===== src/rtl/shmem_copy_master.sv =====
// shmem_copy_master
// Copies cmd_len words from cmd_src to cmd_dst through one shared-memory
// arbiter port. Each word is one read access followed by one write access.
// Every access is followed by a single idle cycle on the port. Addresses
// wrap modulo 2^ADDR_WIDTH. Overlapping ranges are copied in ascending order.
module shmem_copy_master #(
    parameter int ADDR_WIDTH = 12,
    parameter int DATA_WIDTH = 32,
    parameter int LEN_WIDTH  = 12
) (
    input  logic                  clk,
    input  logic                  srst,
    input  logic                  cmd_valid,
    output logic                  cmd_ready,
    input  logic [ADDR_WIDTH-1:0] cmd_src,
    input  logic [ADDR_WIDTH-1:0] cmd_dst,
    input  logic [LEN_WIDTH-1:0]  cmd_len,
    output logic                  busy,
    output logic                  xfer_done,
    output logic [LEN_WIDTH-1:0]  word_cnt,
    output logic                  shmem_request,
    output logic                  shmem_wren,
    output logic [ADDR_WIDTH-1:0] shmem_addr,
    output logic [DATA_WIDTH-1:0] shmem_datain,
    input  logic [DATA_WIDTH-1:0] shmem_dataout,
    input  logic                  shmem_done
);

    localparam logic [2:0] S_IDLE   = 3'd0;
    localparam logic [2:0] S_RD_REQ = 3'd1;
    localparam logic [2:0] S_RD_GAP = 3'd2;
    localparam logic [2:0] S_WR_REQ = 3'd3;
    localparam logic [2:0] S_WR_GAP = 3'd4;
    localparam logic [2:0] S_FIN    = 3'd5;

    logic [2:0]            state;
    logic [ADDR_WIDTH-1:0] src_q;
    logic [ADDR_WIDTH-1:0] dst_q;
    logic [LEN_WIDTH-1:0]  len_q;
    logic [DATA_WIDTH-1:0] data_q;
    logic [ADDR_WIDTH-1:0] cnt_offset;

    assign cmd_ready  = (state == S_IDLE);
    // Word offset folded to the address width. Truncation gives the modulo wrap.
    assign cnt_offset = ADDR_WIDTH'(word_cnt);

    // Sequencer: command acceptance, read/write handshakes, registered port outputs.
    always_ff @(posedge clk) begin
        if (srst) begin
            // The reset clears every register, including the data and command
            // holding registers, so an aborted copy leaves nothing stale behind.
            state         <= S_IDLE;
            src_q         <= '0;
            dst_q         <= '0;
            len_q         <= '0;
            data_q        <= '0;
            busy          <= 1'b0;
            xfer_done     <= 1'b0;
            word_cnt      <= '0;
            shmem_request <= 1'b0;
            shmem_wren    <= 1'b0;
            shmem_addr    <= '0;
            shmem_datain  <= '0;
        end else begin
            // NOTE: non-blocking assignments let every branch read the pre-edge
            // word_cnt and state, so the port outputs and counter move together.
            xfer_done <= 1'b0;
            case (state)
                S_IDLE: begin
                    // busy covers the done-pulse cycle and clears after it,
                    // unless a new command is accepted in that same cycle.
                    busy <= cmd_valid;
                    if (cmd_valid) begin
                        src_q    <= cmd_src;
                        dst_q    <= cmd_dst;
                        len_q    <= cmd_len;
                        word_cnt <= '0;
                        if (cmd_len == '0) begin
                            state <= S_FIN;
                        end else begin
                            state         <= S_RD_REQ;
                            shmem_request <= 1'b1;
                            shmem_wren    <= 1'b0;
                            shmem_addr    <= cmd_src;
                        end
                    end
                end
                S_RD_REQ: begin
                    if (shmem_done) begin
                        data_q        <= shmem_dataout;
                        shmem_request <= 1'b0;
                        state         <= S_RD_GAP;
                    end
                end
                S_RD_GAP: begin
                    state         <= S_WR_REQ;
                    shmem_request <= 1'b1;
                    shmem_wren    <= 1'b1;
                    shmem_addr    <= dst_q + cnt_offset;
                    shmem_datain  <= data_q;
                end
                S_WR_REQ: begin
                    if (shmem_done) begin
                        word_cnt      <= word_cnt + 1'b1;
                        shmem_request <= 1'b0;
                        state         <= S_WR_GAP;
                    end
                end
                S_WR_GAP: begin
                    if (word_cnt == len_q) begin
                        state <= S_FIN;
                    end else begin
                        state         <= S_RD_REQ;
                        shmem_request <= 1'b1;
                        shmem_wren    <= 1'b0;
                        shmem_addr    <= src_q + cnt_offset;
                    end
                end
                S_FIN: begin
                    // The registered pulse appears in the cycle after FIN. That
                    // is two cycles after acceptance for a zero-length command.
                    xfer_done <= 1'b1;
                    state     <= S_IDLE;
                end
                default: begin
                    state         <= S_IDLE;
                    busy          <= 1'b0;
                    shmem_request <= 1'b0;
                end
            endcase
        end
    end

endmodule


===== config.mk =====
export PLATFORM = sky130hd
export DESIGN_NAME = shmem_copy_master
export DESIGN_NICKNAME = d
export VERILOG_FILES = /design/src/rtl/shmem_copy_master.sv
export SDC_FILE = /design/constraint.sdc
export NUM_CORES = 1
export LEC_CHECK = 0
export ABC_AREA = 1
export BUFFER_PORTS_ARGS = -buffer_cell sky130_fd_sc_hd__buf_4
export CAP_MARGIN = 20
export CORE_AREA = 2 2 112 114
export DETAILED_ROUTE_END_ITERATION = 10
export DIE_AREA = 0 0 114 116
export PLACE_DENSITY = 0.77
export SETUP_SLACK_MARGIN = 0.05
export SKIP_LAST_GASP = 1
export SYNTH_ARGS = -nofsm -noshare
export SYNTH_HDL_FRONTEND = slang
export SYNTH_SLANG_ARGS = --single-unit

===== constraint.sdc =====
create_clock -name clk -period 3.1 [get_ports clk]
set_input_delay 0.31 -clock clk [delete_from_list [all_inputs] [get_ports clk]]
set_output_delay 0.31 -clock clk [all_outputs]
set_load 0.05 [all_outputs]

Yosys cells after proc, flatten, opt, wreduce, memory -nomap -nowiden
Index checks and enable logic that the tools add are counted.
{"block": "classes", "add_sub_neg": 3, "n_eq_ne": 12, "n_mux": 24, "bitwise_logic": 1, "reduce_logical": 12}
{"op": "12-bit 2-to-1 mux", "n": 5}
{"op": "12-bit case mux with 3 select lines", "n": 1}
{"op": "12-bit adder", "n": 2}
{"op": "12-bit case mux with 2 select lines", "n": 1}
{"op": "3-bit 2-to-1 mux", "n": 5}
{"op": "3-bit case mux with 5 select lines", "n": 1}
{"op": "12-bit by 1-bit adder with 12-bit output, second input constant", "n": 1}
{"op": "12-bit equality test", "n": 1}
{"op": "12-bit logical NOT", "n": 1}
{"op": "2-bit inequality test, second input constant", "n": 5}
{"op": "1-bit 2-to-1 mux", "n": 8}
{"op": "3-bit by 2-bit equality test with 1-bit output, second input constant", "n": 2}
{"op": "3-bit equality test, second input constant", "n": 2}
{"op": "3-bit AND reduction", "n": 2}
{"op": "1-bit case mux with 5 select lines", "n": 1}
{"op": "5-bit AND reduction", "n": 1}
{"op": "5-bit OR reduction", "n": 1}
{"op": "2-bit AND reduction", "n": 2}
{"op": "4-bit AND reduction", "n": 1}
{"op": "3-bit by 1-bit equality test with 1-bit output, second input constant", "n": 1}
{"op": "3-bit logical NOT", "n": 1}
{"op": "1-bit case mux with 3 select lines", "n": 1}
{"op": "3-bit nonzero test", "n": 1}
{"op": "2-bit by 1-bit inequality test with 1-bit output, second input constant", "n": 1}
{"op": "4 further kinds", "n": 4}
{"block": "word_totals", "ff_bits": 131, "elab_cells": 64}

Logic depth before layout (Yosys ltp)
{"block": "logic_depth", "word_depth": 4, "ltp_mapped": 18}

Worst setup path before layout
OpenSTA, ideal clock, no wires.
{"block": "synth_timing", "kind": "register to register", "from": "reg state[1]", "to": "reg shmem_addr[5]", "setup_time_ns": 0.116, "arrival_time_ns": 2.162, "slack_ns": 0.822, "stages_incl_launch_ff": 15, "path_buffers": 1, "synth_period_minus_slack_ns": 2.278, "cell_sequence": "dfxtp_1 > nor2_2 > nand2_2 > buf_1 > o21ai_0 > ha_1 > nand2_1 > nand3_1 > nand2_1 > nand2_1 > or2_2 > nand3_1 > nand2_1 > nor2_1 > nor2_1"}
{"block": "synth_via", "elab_chain_len": 3, "word_cells_on_any_way": 9, "classes_between": "eq/ne: 5; mux: 1; reduce/logical: 3"}
{"element": "start: declaration", "line_no": "36", "text": "logic [2:0] state;"}
{"element": "start signal: assignment", "line_no": "52", "text": "state <= S_IDLE;"}
{"element": "start signal: assignment", "line_no": "79", "text": "state <= S_FIN;"}
{"element": "start signal: assignment", "line_no": "81", "text": "state <= S_RD_REQ;"}
{"element": "3-bit equality test, or another cell as far along", "line_no": "68", "text": "case (state)"}
{"element": "2-bit inequality test (no source line) / 3-bit nonzero test (equally long branches)"}
{"element": "4-bit AND reduction (no source line)"}
{"element": "end signal: assignment", "line_no": "84", "text": "shmem_addr <= cmd_src;"}
{"element": "end signal: assignment", "line_no": "99", "text": "shmem_addr <= dst_q + cnt_offset;"}
{"element": "end signal: assignment", "line_no": "116", "text": "shmem_addr <= src_q + cnt_offset;"}
{"element": "end: declaration", "line_no": "23", "text": "output logic [ADDR_WIDTH-1:0] shmem_addr,"}
Several ways; a longest one is shown, not always the timed one.
A chain may end at the register's enable or synchronous reset.

Worst setup path in the final report
Ends and elaborated chain as after synthesis.

==> metrics.txt <==
status complete, no violations; Critical Path Max Stage Delay 0.39 ns; sequential share of power 37.7%; initial core utilization 49.6%; first-pass GRT wire length 25.7 mm; power share of the clock group 36.8%; Synth Instances 859; DRC 0; fin nets 1066; met2 wire len 7.59 mm; worst path bufs/invs 0; synth unique cells 32; layout cell share with drive strength beyond 1 19.1%; Switching Fraction 33.5%; Initial DRT Pass Iterations 5; standard-cell rows 40; Worst VDD drop 0.475 mV; H-tree depth 4; die height 116 µm; Seq/Total Area, Yosys 44.4%; fmax 390 MHz; hold buffers post-CTS 0; Iter 0 DRT Violations 376; FF+latch count, synth 131; internal power 3.54 mW; post-DP HPWL 11.1 mm; final hold vios 0; initial antenna violation count 0; M1 WL 6.59 mm; Total GRT Usage 24.7%; Pleak 3.53 nW; routability cong. 0.904; wire length on met3 1.29 mm; Cell Area, Synth 5910 µm²; crit end category flop; Final Non-Filler Cells 1140; CTS Sinks 131; syn nets 945; highest routed layer met4; Worst Path Arrival 2.87 ns; Die W 114 µm; clock skew 0.00519 ns; Worst Tran Pin Value 0.673 ns; Required @ worst endpoint 3.41 ns; Setup CP Type flop to flop; period utilization 82.7%; Synth Warn # 0; PortBufs 132; Num CTS Buffers 17; setup violators final 0; Clock Pin Slew Worst Setup and Hold Paths 0.06 ns; number of global-route vias before repair 5451; full die area 13200 µm²; Setup Fix Bufs, Post-CTS 0; total wire length 15.8 mm; logic gate share of total power 25.5%; Cells after DPL 1107; fill count 1091; Clock Path Buffers 2; net switching power 1.79 mW; Top-Level Pins 133; Mapped Avg Cell Area 6.88 µm²; Routed Antenna Nets 0; delay-heaviest family, CP simple AND/OR/NAND/NOR gates; GR Overflow Total 0; Cell Chain, Critical Path nor2_2 -> nand2_2 -> o21ai_0 -> ha_1 -> nand3_1 -> nand3_1 -> nand2_1 -> nand2_1 -> or2_2 -> nand3_1 -> nand2_1 -> nor2_1 -> nor2_1; wire length per cell 13.9 µm; PostCTS Resize Cnt 0; max-slew violations 0; DR vias/cell 5.06; Worst setup SP type flop; worst-skew pair later-pin latency 0.41 ns; Vias 5765; CTS tree built; RSZ-0062 raised after global routing false; slowest CP cell o21ai_0; min-delay worst type primary input to flop; max cap viols 0; root buffer cell clkbuf_16; Antenna Diode Count 0; PwrDens 703 nW/µm²; Slew headroom 54.8%; Setup TNS Final 0 ns; worst-path maximum fanout 26; core area 11900 µm²; Final Critical Period 2.56 ns; largest net degree at the start of global routing 53; Area growth, synth to finish 28.3%
[power groups by stage]
| stage | clock network, mW | logic [mW] | registers, mW |
|---|---|---|---|
| final | 1.96 | 1.36 | 2.01 |
| after global routing | 2.07 | 1.49 | 2.03 |
| after CTS | 1.99 | 1.35 | 2.01 |
| after detailed placement | 0 | 1.34 | 2.04 |
| after global placement | 0 | 1.33 | 2.04 |
| after floorplan | 0 | 0.595 | 2.38 |
[sequential cells by signal, summed over array words and instances, names as in the netlist, 3 cells and up]
name          count
src_q            12
shmem_addr       12
data_q           32
dst_q            12
len_q            12
word_cnt         12
state             3
shmem_datain     32
[through the flow]
| step | setup WS [ns] | total power [mW] | instance area [µm²] | hold slack (ns) | utilization (%) |
|---|---|---|---|---|---|
| after detailed placement | 0.578 | 3.38 | 6970 | 0.445 | 58.5 |
| after floorplan | 0.822 | 2.97 | 5910 | 0.425 | - |
| after CTS | 0.536 | 5.35 | 7550 | 0.100 | 63.4 |
| after global routing | 0.212 | 5.59 | 7580 | 0.108 | 63.6 |
| final | 0.536 | 5.32 | 7580 | 0.114 | 63.6 |
| after global placement | 0.610 | 3.37 | 6970 | 0.435 | 58.5 |
[logic make-up (layout without fill, tap and decap cells)]
group | count (synthesis) | after routing | synth area share (%)
buffers and inverters | 110 | 244 | 7.29
adder cells (fa/ha/maj) | 14 | 14 | 3.09
AND/OR/NAND/NOR | 424 | 424 | 29.5
AO/OA/AOI/OAI | 176 | 176 | 15.1
XOR/XNOR | 4 | 4 | 0.593
flip-flops | 131 | 131 | 44.4
[area by class of cell]
type                       instances  area (µm²)  area share, %
clock buffer                      21         450           5.95
multi-input combinational        618        2850           37.7
clock inverter                    11         128           1.68
timing repair buffer             139        1060           14.0
sequential                       131        2620           34.6
tap                              147         184           2.43
inverter                          73         274           3.62
[layout by cell type, fill, tap and decap left out, types with 5 or more instances in the layout]
master / n
nor3_1: 10
a21oi_1: 63
nand4_1: 6
nand3_1: 40
ha_1: 13
inv_1: 68
buf_4: 138
nor2_1: 164
clkbuf_16: 17
o21ai_0: 108
nand2_2: 5
nand2_1: 183
inv_2: 5
dfxtp_1: 131
[synth_stat cells]
master,number,share of area (%)
nand2_2,5,0.53
nand3b_1,3,0.38
or2_1,1,0.11
dfxtp_1,131,44
o21ai_1,1,0.085
nor4_1,1,0.11
buf_1,3,0.19
o21ai_0,108,9.2
buf_2,8,0.68
nand3_2,1,0.17
a21oi_2,1,0.15
o21a_1,1,0.13
nand2_1,183,12
nor2_2,4,0.42
nand3_4,1,0.30
inv_2,4,0.25
clkinv_1,1,0.063
nand4_1,6,0.64
o21bai_1,1,0.13
fa_1,1,0.34
xnor2_1,4,0.59
or2_2,4,0.42
nand2_4,1,0.19
inv_1,68,4.3
nor3_1,10,0.85
nor2_1,164,10
buf_6,1,0.19
nand3_1,40,3.4
clkbuf_1,25,1.6
a31oi_1,1,0.11
ha_1,13,2.8
a21oi_1,63,5.3
[worst paths after layout]
| kind | slack (ns) | endpoint | cells after the start | from |
|---|---|---|---|---|
| worst max register to register | 0.54 | shmem_addr[5] | 13 | state[1] |
| worst min register to register | 0.45 | src_q[9] | 2 | src_q[9] |
| worst min-delay path | 0.11 | data_q[8] | 3 | shmem_dataout[8] |
| worst max-delay path | 0.54 | shmem_addr[5] | 13 | state[1] |
[layer usage]
layer,up-vias,global-route usage [%]
met1,2560,28.8
li1,3008,-
met4,0,9.43
met2,174,41.3
met5,-,0
met3,23,9.83
[worst register-to-register path: stages (launching register included)]
cell and delay [ns]:
dfxtp_1 0.37, nor2_2 0.15, nand2_2 0.28, o21ai_0 0.40, ha_1 0.31, nand3_1 0.08
nand3_1 0.17, nand2_1 0.10, nand2_1 0.06, or2_2 0.27, nand3_1 0.07, nand2_1 0.06
nor2_1 0.09, nor2_1 0.06
(Power assumes the default switching activity.)
